==> src/rtl/rc4_key_search_ctrl.sv <==
// Top-level scheduler for the RC4 brute-force key search: sequences S-init, key schedule and
// decrypt per candidate key and muxes the shared S-RAM port. Optional watchdog: RC4_KEY_SEARCH_WATCHDOG_EN.
module rc4_key_search_ctrl #(
    parameter logic [23:0] KEY_START   = 24'h000000,
    parameter logic [23:0] KEY_MAX     = 24'h3FFFFF,
    parameter logic [19:0] WDOG_CYCLES = 20'hFFFFF
) (
    input  logic        clk,
    input  logic        rst_n,
    input  logic        go,
    output logic        init_start,
    input  logic        init_finish,
    output logic        ksa_start,
    input  logic        ksa_finish,
    output logic        dec_start,
    input  logic        dec_finish,
    input  logic        dec_valid,
    input  logic [7:0]  s1_address,
    input  logic [7:0]  s1_data,
    input  logic        s1_wren,
    input  logic [7:0]  s2_address,
    input  logic [7:0]  s2_data,
    input  logic        s2_wren,
    input  logic [7:0]  s3_address,
    input  logic [7:0]  s3_data,
    input  logic        s3_wren,
    output logic [7:0]  s_address,
    output logic [7:0]  s_data,
    output logic        s_wren,
    output logic [23:0] secret_key,
    output logic        busy,
    output logic        done,
    output logic        found,
    output logic        fail,
    output logic        timeout
);

    typedef enum logic [3:0] {
        S_IDLE, S_INIT_REQ, S_INIT_WAIT, S_KSA_REQ, S_KSA_WAIT,
        S_DEC_REQ, S_DEC_WAIT, S_CHECK, S_FOUND, S_FAIL
    } state_t;

    state_t      state_q, state_d;
    logic [23:0] key_q, key_d;
    logic        hit_q, hit_d;
    logic        busy_q, busy_d;
    logic        done_q, done_d;
    logic        found_q, found_d;
    logic        fail_q, fail_d;
    logic        timeout_q, timeout_d;
    logic        in_stage;
    logic        wdog_expired;

    assign in_stage = (state_q == S_INIT_REQ) || (state_q == S_INIT_WAIT) ||
                      (state_q == S_KSA_REQ)  || (state_q == S_KSA_WAIT)  ||
                      (state_q == S_DEC_REQ)  || (state_q == S_DEC_WAIT);

`ifdef RC4_KEY_SEARCH_WATCHDOG_EN
    logic [19:0] wdog_q, wdog_d;
    logic        entering_req;

    assign entering_req = (state_d != state_q) &&
                          ((state_d == S_INIT_REQ) || (state_d == S_KSA_REQ) || (state_d == S_DEC_REQ));
    assign wdog_expired = in_stage && (wdog_q == WDOG_CYCLES - 20'd1);

    always_comb begin
        wdog_d = wdog_q;
        if (entering_req) begin
            wdog_d = '0;
        end else if (in_stage) begin
            wdog_d = wdog_q + 20'd1;
        end
    end

    always_ff @(posedge clk or negedge rst_n) begin
        if (!rst_n) begin
            wdog_q <= '0;
        end else begin
            wdog_q <= wdog_d;
        end
    end
`else
    logic unused_wdog;
    assign unused_wdog  = ^WDOG_CYCLES;
    assign wdog_expired = 1'b0;
`endif

    always_ff @(posedge clk or negedge rst_n) begin
        if (!rst_n) begin
            state_q   <= S_IDLE;
            key_q     <= KEY_START;
            hit_q     <= 1'b0;
            busy_q    <= 1'b0;
            done_q    <= 1'b0;
            found_q   <= 1'b0;
            fail_q    <= 1'b0;
            timeout_q <= 1'b0;
        end else begin
            state_q   <= state_d;
            key_q     <= key_d;
            hit_q     <= hit_d;
            busy_q    <= busy_d;
            done_q    <= done_d;
            found_q   <= found_d;
            fail_q    <= fail_d;
            timeout_q <= timeout_d;
        end
    end

    always_comb begin
        state_d   = state_q;
        key_d     = key_q;
        hit_d     = hit_q;
        busy_d    = busy_q;
        done_d    = done_q;
        found_d   = found_q;
        fail_d    = fail_q;
        timeout_d = timeout_q;
        case (state_q)
            // Only start when every loop is idle, so a loop left running by a reset cannot collide.
            S_IDLE: begin
                if (go && init_finish && ksa_finish && dec_finish) begin
                    state_d   = S_INIT_REQ;
                    key_d     = KEY_START;
                    busy_d    = 1'b1;
                    done_d    = 1'b0;
                    found_d   = 1'b0;
                    fail_d    = 1'b0;
                    timeout_d = 1'b0;
                end
            end
            S_INIT_REQ:  if (!init_finish) state_d = S_INIT_WAIT;
            S_INIT_WAIT: if (init_finish)  state_d = S_KSA_REQ;
            S_KSA_REQ:   if (!ksa_finish)  state_d = S_KSA_WAIT;
            S_KSA_WAIT:  if (ksa_finish)   state_d = S_DEC_REQ;
            S_DEC_REQ:   if (!dec_finish)  state_d = S_DEC_WAIT;
            // dec_valid is only meaningful on the first finish cycle; the loop re-arms it soon after.
            S_DEC_WAIT: begin
                if (dec_finish) begin
                    hit_d   = dec_valid;
                    state_d = S_CHECK;
                end
            end
            S_CHECK: begin
                if (hit_q) begin
                    state_d = S_FOUND;
                    busy_d  = 1'b0;
                    done_d  = 1'b1;
                    found_d = 1'b1;
                end else if (key_q == KEY_MAX) begin
                    state_d = S_FAIL;
                    busy_d  = 1'b0;
                    done_d  = 1'b1;
                    fail_d  = 1'b1;
                end else begin
                    key_d   = key_q + 24'd1;
                    state_d = S_INIT_REQ;
                end
            end
            S_FOUND, S_FAIL: if (!go) state_d = S_IDLE;
            default: state_d = S_IDLE;
        endcase
        if (wdog_expired) begin
            state_d   = S_FAIL;
            busy_d    = 1'b0;
            done_d    = 1'b1;
            fail_d    = 1'b1;
            timeout_d = 1'b1;
        end
    end

    always_comb begin
        init_start = (state_q == S_INIT_REQ);
        ksa_start  = (state_q == S_KSA_REQ);
        dec_start  = (state_q == S_DEC_REQ);
        s_address  = 8'h00;
        s_data     = 8'h00;
        s_wren     = 1'b0;
        case (state_q)
            S_INIT_REQ, S_INIT_WAIT: begin
                s_address = s1_address;
                s_data    = s1_data;
                s_wren    = s1_wren;
            end
            S_KSA_REQ, S_KSA_WAIT: begin
                s_address = s2_address;
                s_data    = s2_data;
                s_wren    = s2_wren;
            end
            S_DEC_REQ, S_DEC_WAIT: begin
                s_address = s3_address;
                s_data    = s3_data;
                s_wren    = s3_wren;
            end
            default: ;
        endcase
        secret_key = key_q;
        busy       = busy_q;
        done       = done_q;
        found      = found_q;
        fail       = fail_q;
        timeout    = timeout_q;
    end

endmodule
==> config.mk <==
export PLATFORM = sky130hd
export DESIGN_NAME = rc4_key_search_ctrl
export DESIGN_NICKNAME = d
export VERILOG_FILES = /design/src/rtl/rc4_key_search_ctrl.sv
export SDC_FILE = /design/constraint.sdc
export NUM_CORES = 1
export LEC_CHECK = 0
export ABC_AREA = 1
export CAP_MARGIN = 15
export CORE_AREA = 2 2 103 105
export CTS_BUF_LIST = sky130_fd_sc_hd__clkbuf_16
export CTS_CLUSTER_DIAMETER = 120
export DETAILED_ROUTE_END_ITERATION = 10
export DIE_AREA = 0 0 105 107
export PLACE_DENSITY_LB_ADDON = 0.1
export SETUP_SLACK_MARGIN = 0.1
export SLEW_MARGIN = 5
export SYNTH_ARGS = -nofsm -noshare
export SYNTH_HDL_FRONTEND = slang
export SYNTH_SLANG_ARGS = --single-unit
==> constraint.sdc <==
create_clock -name clk -period 1.8 [get_ports clk]
set_input_delay 0.18 -clock clk [delete_from_list [all_inputs] [get_ports clk]]
set_output_delay 0.18 -clock clk [all_outputs]
set_load 0.05 [all_outputs]
### After elaboration in Yosys (flattened, before gate mapping)

Cells that the tools add are included.

* bits in latches: 0
* output and inout bits: 49
* RAM bits: 0
* word-level logic and storage cells: 76
* memory bits (read-only): 0
* bits in registers: 33
* bits of input ports: 58
* memories kept: 0

* reductions and logical operators: 15
* muxes and demuxes: 30
* shift-type cells: 0
* bitwise logic cells: 0
* $mul: 0
* eq/ne operators: 23
* divide/modulo/power cells: 0
* $lt $le $gt $ge: 0
* add/subtract/negate cells: 1

Operators by type and width (count)
* $mux 24: 3
* $pmux 24 s2: 1
* $pmux 8 s3: 2
* $mux 4: 10
* $pmux 4 s9: 1
* $add 24x1->24 const B: 1
* $eq 24x22->1 const B: 1
* $ne 2x2->1 const B: 12
* $eq 4x3->1 const B: 4
* $eq 4x2->1 const B: 2
* $eq 4x4->1 const B: 2
* $mux 1: 8
* $pmux 1 s2: 4
* $reduce_and 4->1: 2
* $reduce_and 8->1: 1
* $reduce_or 2->1: 4
* $reduce_and 3->1: 2
* $eq 4x1->1 const B: 1
* $logic_not 4->1: 1
* $logic_and 1x1->1: 3
* $ne 3x3->1 const B: 1
* $pmux 1 s3: 1
* $reduce_and 2->1: 1
* $reduce_bool 2->1: 1

### Depth between registers and ports, before layout

Gate-level depths: netlist of run 1.

* depth after elaboration: 5
* depth in mapped cells: 10
* depth with buffers taken out: 10

### Worst setup path before layout of run 1

OpenSTA, ideal clock, no wires.

* path kind: flip-flop to output port
* start point: register state_q[1]
* end point: output s_address[4]
* stages on the path, launching flop included: 9
* required time: 1.620 ns
* slack: -0.661 ns
* arrival: 2.281 ns
* buffers on the path: 1
* cells stage by stage: dfrtp_1 inv_1 nand2_1 nor2_1 nor2_1 inv_2 buf_2 nand2_1 nand3_1

* word-level cells in the longest chain between the ends: 3
* elaborated cells between the ends (all ways): 10
* those cells by class: eq/ne (6); mux (1); reduce/logical (3)

RTL lines
* start, declared: line 43 `state_t state_q, state_d;`
* start signal, assigned: line 99 `state_q <= state_d;`
* $eq 4x3->1
* named net dec_start: line 15 `output logic dec_start,`
* $reduce_or 2->1: line 179 `case (state_q)`
* $pmux 8 s3: line 179
* end, declared: line 27 `output logic [7:0] s_address,`

The timed path passes the listed nets, and every way through them passes these cells.

### Worst setup path in the final report of run 1

* start point: register state_q[0]
* end point: output s_data[5]

* word-level cells in the longest chain between the ends: 3
* elaborated cells between the ends (all ways): 10
* those cells by class: eq/ne (6); mux (1); reduce/logical (3)

RTL lines
* $eq 4x3->1 (tied with other cells): line 179
* $reduce_or 2->1: line 179
* $pmux 8 s3 (*): line 179
* end, declared: line 28 `output logic [7:0] s_data,`

Every way passes the cells marked *; elsewhere a longest branch is shown, timed or not.

==> results of run 1 <==
metal layers:
layer | vias to the layer above | wire (um) | GRT usage
met4 | 0 | 119 | 0.03429
met2 | 68 | 5115 | 0.2843
met1 | 1434 | 3720 | 0.1763
li1 | 1561 | - | -
met5 | - | 0 | 0
met3 | 8 | 500 | 0.04498
what timing repair did:
action / CTS / global route
setup endpoints to repair: 48 / 54
cloned: 1 / 7
gates resized for setup: 19 / 84
pin swaps: 1 / 19
setup buffers: 5 / 13
metrics by stage:
step / setup WS (ns) / utilization / setup TNS, ns / total power [mW] / instance area (um2)
after global placement: 0.02412 / 0.4143 / 0 / 5.908 / 4182
after floorplan: 0.06280 / - / 0 / 3.737 / 2685
final: -0.09943 / 0.4825 / -1.493 / 7.932 / 4870
after CTS: -0.05737 / 0.4384 / -0.8183 / 7.049 / 4424
after global routing: -0.1993 / 0.4825 / -4.022 / 8.335 / 4870
after detailed placement: 0.03347 / 0.4143 / 0 / 5.898 / 4182
registers in the layout, indices dropped and copies added, names as in the netlist:
| name | flops |
|---|---|
| state_q | 4 |
| busy | 1 |
| hit_q | 1 |
| done | 1 |
| fail | 1 |
| found | 1 |
| secret_key | 24 |
final cells by class:
class / instances / share of cell area
repair inverters: 3 / 0.004111
repair buffers: 148 / 0.3381
inverters: 23 / 0.02184
clock inverters: 3 / 0.008479
well taps: 136 / 0.03494
clock buffers: 5 / 0.02569
multi-input cells: 335 / 0.3931
flip-flops and latches: 33 / 0.1737
power by group through the flow:
stage | Combinational [mW] | Clock [mW] | Sequential, mW
finish | 6.00 | 0.986 | 0.944
global route | 6.34 | 1.04 | 0.953
CTS | 5.13 | 0.997 | 0.920
detailed placement | 4.97 | 0 | 0.931
global placement | 4.97 | 0 | 0.933
floorplan | 2.67 | 0 | 1.07
Yosys cell counts (3+ instances only):
library cell and count:
a21oi_1 4, buf_2 3, buf_6 3, dfrtp_1 33
inv_1 19, inv_2 3, nand2_1 182, nand2_2 3
nand3_1 47, nor2_1 52, o21ai_0 8, o21ai_1 12
xor2_1 12
worst min-delay path by stage:
stage	start	to	slack [ns]
finish	rst_n	secret_key[4]	0.31
global route	rst_n	secret_key[4]	0.35
CTS	rst_n	busy	0.33
detailed placement	fail	fail	0.50
global placement	fail	fail	0.49
floorplan	rst_n	busy	-0.12
kinds of logic (layout without fill, tap and decap cells):
logic type | after synthesis | in the layout | share of synthesized area
compound gates | 28 | 28 | 0.06136
xor+xnor | 12 | 12 | 0.04260
fa+ha+maj | 1 | 1 | 0.005070
buf+inv | 33 | 182 | 0.06237
flops | 33 | 33 | 0.3347
mux | 1 | 1 | 0.004057
other cells | 1 | 1 | 0.001520
simple gates | 292 | 292 | 0.4883
worst reg2reg max path: cells and delay by family, from the launching register on:
family                 cells  cell delay, ns
AND/OR/NAND/NOR            6            0.56
buffers and inverters      4            0.55
flip-flops                 1            0.49
AO/OA/AOI/OAI              1            0.06
==> out/results.tsv, run 1 <==
stage	metric	value	unit
clocking	cts_tree	done	
logic_synthesis	syn_area	2467	um2
critical_path	reg2reg_slack	0.03	ns
logic_synthesis	yosys.area.top_type	dfrtp_1	
finish	layout_commonest_cell	nand2_1	
routing	vias	3071	
routing	drtIter0Drc	73	
critical_path	critPathArrivalTime	1.72	ns
critical_path	endpoint_kind	output pin	
finish	seq_area	845.8	um2
finish	final_cell_mix	153 x nand2_1, 61 x clkdlybuf4s50_1, 40 x buf_4, 38 x nor2_1, 25 x nand3_1	
clocking	cts-root-buf	clkbuf_16	
finish	multi_input_area	1914	um2
placed_design	gp_congestion	0.8608	
clocking	clock_path_buffers	2	
logic_synthesis	async_flop_share	1.000	
finish	fillers	1062	
global_route	grt_pass1_wl	13970	um
logic_synthesis	synth_edf_count	0	
clocking	holdBufCountCts	0	
critical_path	cp.required	1.62	ns
critical_path	crit_path_start	state_q[0]	
finish	fin_cells	686	
die	core_area	10090	um2
critical_path	critical-path-top-delay-family	simple AND/OR/NAND/NOR gates	
routing	ant_nets	0	
job	maxCapViolations	0	
global_route	grtUsageTotal	0.1544	
critical_path	crit_path_end	s_data[5]	
critical_path	r2r-start	state_q[0]	
placed_design	io_buffer_count	105	
logic_synthesis	ys_seq_area_frac	0.3347	
critical_path	r2r_cells	11	
routing	vias_per_cell	4.477	
pwr	power.static_leakage	2.269	nW
timing	drv_slew	0	
timing	rsz0062_at_grt	true	
critical_path	crit_path_top_delay_cell	dfrtp_2	
timing	finalHoldViolCount	0	
pwr	clock_power_share	0.124	
logic_synthesis	syn_inst	401	
pwr	pwr-share-seq	0.119	
routing	drt_pass1_iterations	4	
routing	drc	0	
placed_design	dp.cells	652	
pwr	comb_power_share	0.757	
die	start_util	0.2445	
logic_synthesis	syn_nets	460	
critical_path	cp_cell_sequence	inv_2 -> nand2_2 -> nor2_2 -> nor2_4 -> clkinv_2 -> nand2_1 -> nand3_4 -> buf_12	
global_route	grt_overflow	0	
timing	slew-limit-headroom	0.6631	
finish	drive_gt1_frac	0.3436	
logic_synthesis	ys_ff_latch	33	
clocking	cts_sinks	33	
routing	detail_route.wl_per_cell	13.78	um
global_route	grt_antenna_before_repair	0	
logic_synthesis	synth_top_area_share	0.3347	
clocking	cts_buffers	5	
global_route	grt_max_degree	34	
critical_path	worst-path-max-fanout	5	
die	rows	37	
finish	syn_to_final_growth	97.36	%
critical_path	slowest_delay	0.48	ns
die	die_height	107	um
clocking	htree_levels	2	
logic_synthesis	ys_warn_count	0	
finish	antennaDiodeCount	0	
critical_path	critPathBufInv	3	
finish	final_nets	608	
clocking	clk_latency	0.29	ns
timing	min_period	1.899	ns
critical_path	path_depth	8	
logic_synthesis	yosys-top-cells-area	dfrtp_1 33%, nand2_1 28%, nand3_1 9.5%, nor2_1 7.9%, xor2_1 4.3%	
die	dieArea	11240	um2
pwr	p_sw	3.773	mW
timing	worst_hold_slack	0.3071	ns
logic_synthesis	avgSynthCellArea	6.153	um2
routing	routed_wirelength	9454	um
die	io_pins	107	
logic_synthesis	synthDistinctLibCells	30	
pwr	ir_drop	0.0009119	V
clocking	path_clk_slew	0.06	ns
critical_path	worstSetupStartpointType	flop	
pwr	internal_power	4.159	mW
placed_design	place.detailed.hpwl	6817	um
pwr	power_density	1629	nW/um2
critical_path	rr_endpoint	secret_key[22]	
pwr	switching_share	0.4757	
status	failed_checks	negative setup slack	
timing	tightest_slew	0.5045	ns
logic_synthesis	synth_ff_type	dfrtp_1	
die	die_w	105	um
critical_path	critPathKind	reg -> out	
timing	clock_skew	0.009796	ns
global_route	grt_pass1_vias	2862	
status	status	complete, but fails checks	
worst_hold_path	hp-class	in -> async	
timing	finalCritPeriodShare	1.055	
timing	final-setup-viol-count	17	
timing	fin_ws	-0.09943	ns
timing	fmax	526.5	MHz
No activity file was read; power rests on OpenSTA's default activity.
==> inputs of run 2 (changes only) <==
--- a/config.mk
+++ b/config.mk
@@ -12,6 +12,7 @@
 export CTS_CLUSTER_DIAMETER = 120
 export DETAILED_ROUTE_END_ITERATION = 10
 export DIE_AREA = 0 0 105 107
+export GPL_ROUTABILITY_DRIVEN = 1
 export PLACE_DENSITY_LB_ADDON = 0.1
 export SETUP_SLACK_MARGIN = 0.1
 export SLEW_MARGIN = 5
==> results of run 2 <==
Same layout as run 1: the final DEF is identical, and so are final timing and power.
==> inputs of run 3 (changes only) <==
--- a/config.mk
+++ b/config.mk
@@ -7,11 +7,12 @@
 export LEC_CHECK = 0
 export ABC_AREA = 1
 export CAP_MARGIN = 15
-export CORE_AREA = 2 2 103 105
+export CORE_AREA = 2 2 75 77
 export CTS_BUF_LIST = sky130_fd_sc_hd__clkbuf_16
 export CTS_CLUSTER_DIAMETER = 120
 export DETAILED_ROUTE_END_ITERATION = 10
-export DIE_AREA = 0 0 105 107
+export DIE_AREA = 0 0 77 79
+export DONT_BUFFER_PORTS = 1
 export GPL_ROUTABILITY_DRIVEN = 1
 export PLACE_DENSITY_LB_ADDON = 0.1
 export SETUP_SLACK_MARGIN = 0.1
==> run 3 against run 2 <==
Compared with the run above:
- the run still ends with negative setup slack left
- via count decreased by 12%
- sequential share of layout area up 7.2 points
- critical endpoint is now s_data[3]
- flip-flop and latch count unchanged
- largest cell class unchanged
==> out/results.tsv, run 3 (synthesized netlist as in run 1, its figures left out) <==
stage	metric	value	unit
clocking	cts_sinks	33	
finish	largest_reg_flops	24	
timing	rsz0062_at_grt	true	
die	rows	27	
timing	fmax	548.1	MHz
finish	layout_commonest_cell	nand2_1	
finish	drive_gt1_frac	0.2927	
finish	syn_to_final_growth	39.86	%
finish	antennaDiodeCount	0	
die	start_util	0.4623	
timing	clock_skew	0.002078	ns
pwr	ir_drop	0.001252	V
die	io_pins	107	
pwr	p_total	5.576	mW
global_route	grt_max_degree	34	
critical_path	slowest_delay	0.46	ns
routing	drc	0	
global_route	grt_pass1_vias	2584	
routing	detail_route.wl_per_cell	14.39	um
critical_path	endpoint_kind	output pin	
critical_path	cp.required	1.62	ns
placed_design	place.detailed.hpwl	5409	um
critical_path	crit_path_top_delay_cell	dfrtp_2	
clocking	clk_latency	0.28	ns
placed_design	dp_slack	0.08918	ns
clocking	clock_path_buffers	2	
clocking	cts-root-buf	clkbuf_16	
timing	tns	-0.1368	ns
pwr	power.static_leakage	1.592	nW
timing	finalHoldViolCount	0	
clocking	cts_buffers	5	
worst_hold_path	hp-class	in -> reg	
critical_path	r2r_cells	10	
timing	final-setup-viol-count	10	
timing	fin_ws	-0.02445	ns
finish	final_nets	509	
global_route	grt_antenna_before_repair	0	
critical_path	critPathArrivalTime	1.64	ns
clocking	path_clk_slew	0.05	ns
worst_hold_path	hold_depth	2	
pwr	power_density	1616	nW/um2
critical_path	critPathKind	reg -> out	
global_route	grtUsageTotal	0.2386	
die	die_w	77	um
timing	worst_hold_slack	0.06069	ns
die	core_area	5338	um2
clocking	htree_levels	2	
placed_design	io_buffer_count	0	
timing	finalCritPeriodShare	1.014	
routing	vias	2712	
routing	vias_per_cell	5.185	
job	maxCapViolations	0	
timing	min_period	1.824	ns
finish	fillers	513	
die	dieArea	6083	um2
routing	ant_nets	0	
critical_path	worst-path-max-fanout	9	
routing	drtIter0Drc	116	
critical_path	path_common_cell	nor2_4	
placed_design	gp_congestion	0.8382	
timing	drv_slew	0	
critical_path	cp_cell_sequence	buf_4 -> nand2_4 -> nor2_4 -> nor2_4 -> clkinv_4 -> nand2_1 -> nand3_4	
die	die_height	79	um
routing	drt_pass1_iterations	4	
clocking	cts_tree	done	
status	failed_checks	negative setup slack	
critical_path	worstSetupStartpointType	flop	
global_route	grt_overflow	0	
finish	final_cell_mix	168 x nand2_1, 44 x nor2_1, 43 x buf_4, 29 x nand3_1	
status	status	complete, but fails checks	
global_route	grt_pass1_wl	11600	um
routing	routed_wirelength	7527	um
==> run 3: changes by cell type in the layout (fill, tap and decap cells not counted), sizes merged, moves of 2 or more <==
cell / before / now
dlymetal6s2s: 5 / 0
clkdlybuf4s50: 61 / 0
clkbuf: 7 / 5
inv: 22 / 26
clkinv: 5 / 2
buf: 72 / 49
dlygate4sd2: 8 / 0
==> run 3: metal layers <==
metal | vias up | GRT usage | part of all wire
li1 | 1366 | - | -
met1 | 1241 | 0.2615 | 0.38
met2 | 95 | 0.4474 | 0.54
met3 | 10 | 0.05568 | 0.057
met4 | 0 | 0.09107 | 0.017
met5 | - | 0 | 0
==> run 3: worst paths after layout <==
check | to | startpoint | slack [ns]
worst max-delay path | s_data[3] | state_q[0] | -0.02
worst min-delay path | hit_q | dec_valid | 0.06
worst max register to register | state_q[0] | state_q[2] | 0.15
worst min register to register | secret_key[4] | secret_key[4] | 0.55
max in group asynchronous | state_q[1] | rst_n | 1.24
min in group asynchronous | secret_key[5] | rst_n | 0.37
==> run 3: layout make-up <==
type / count / area, um2 / share of cell area
tap: 72 / 90.09 / 0.02611
timing repair inverter: 2 / 12.51 / 0.003626
clock buffer: 5 / 125.1 / 0.03626
sequential: 33 / 847.1 / 0.2455
multi-input combinational: 335 / 1846 / 0.5348
inverter: 23 / 103.9 / 0.03009
clock inverter: 3 / 11.26 / 0.003263
timing repair buffer: 50 / 415.4 / 0.1204
==> run 3: stage by stage <==
step / utilization / cells / instance area [um2]
final: 0.6465 / 523 / 3451
after global routing: 0.6465 / 523 / 3451
after CTS: 0.6095 / 511 / 3253
after floorplan: - / 401 / 2685
after detailed placement: 0.5621 / 501 / 3000
after global placement: 0.5621 / 501 / 3000
==> run 3: worst max-delay path, delay by kind of cell, from the launching register on <==
| family | cells | cell delay, ns |
|---|---|---|
| AND/OR/NAND/NOR | 5 | 0.61 |
| buffers and inverters | 2 | 0.28 |
| flip-flops | 1 | 0.46 |
==> run 3: timing repair <==
| item | in CTS | in global routing |
|---|---|---|
| pin swaps | 3 | 20 |
| hold endpoints to repair | 33 | 0 |
| cloned | 0 | 4 |
| resized for setup | 17 | 39 |
| endpoints found under the setup margin | 17 | 43 |
| hold buffers | 2 | 0 |
| buffers inserted | 0 | 8 |
==> run 3: power by group <==
part	switching, mW	internal (mW)	leakage, nW
Clock	0.305	0.497	0.0776
Combinational	2.65	1.05	1.09
Sequential	0.242	0.839	0.422
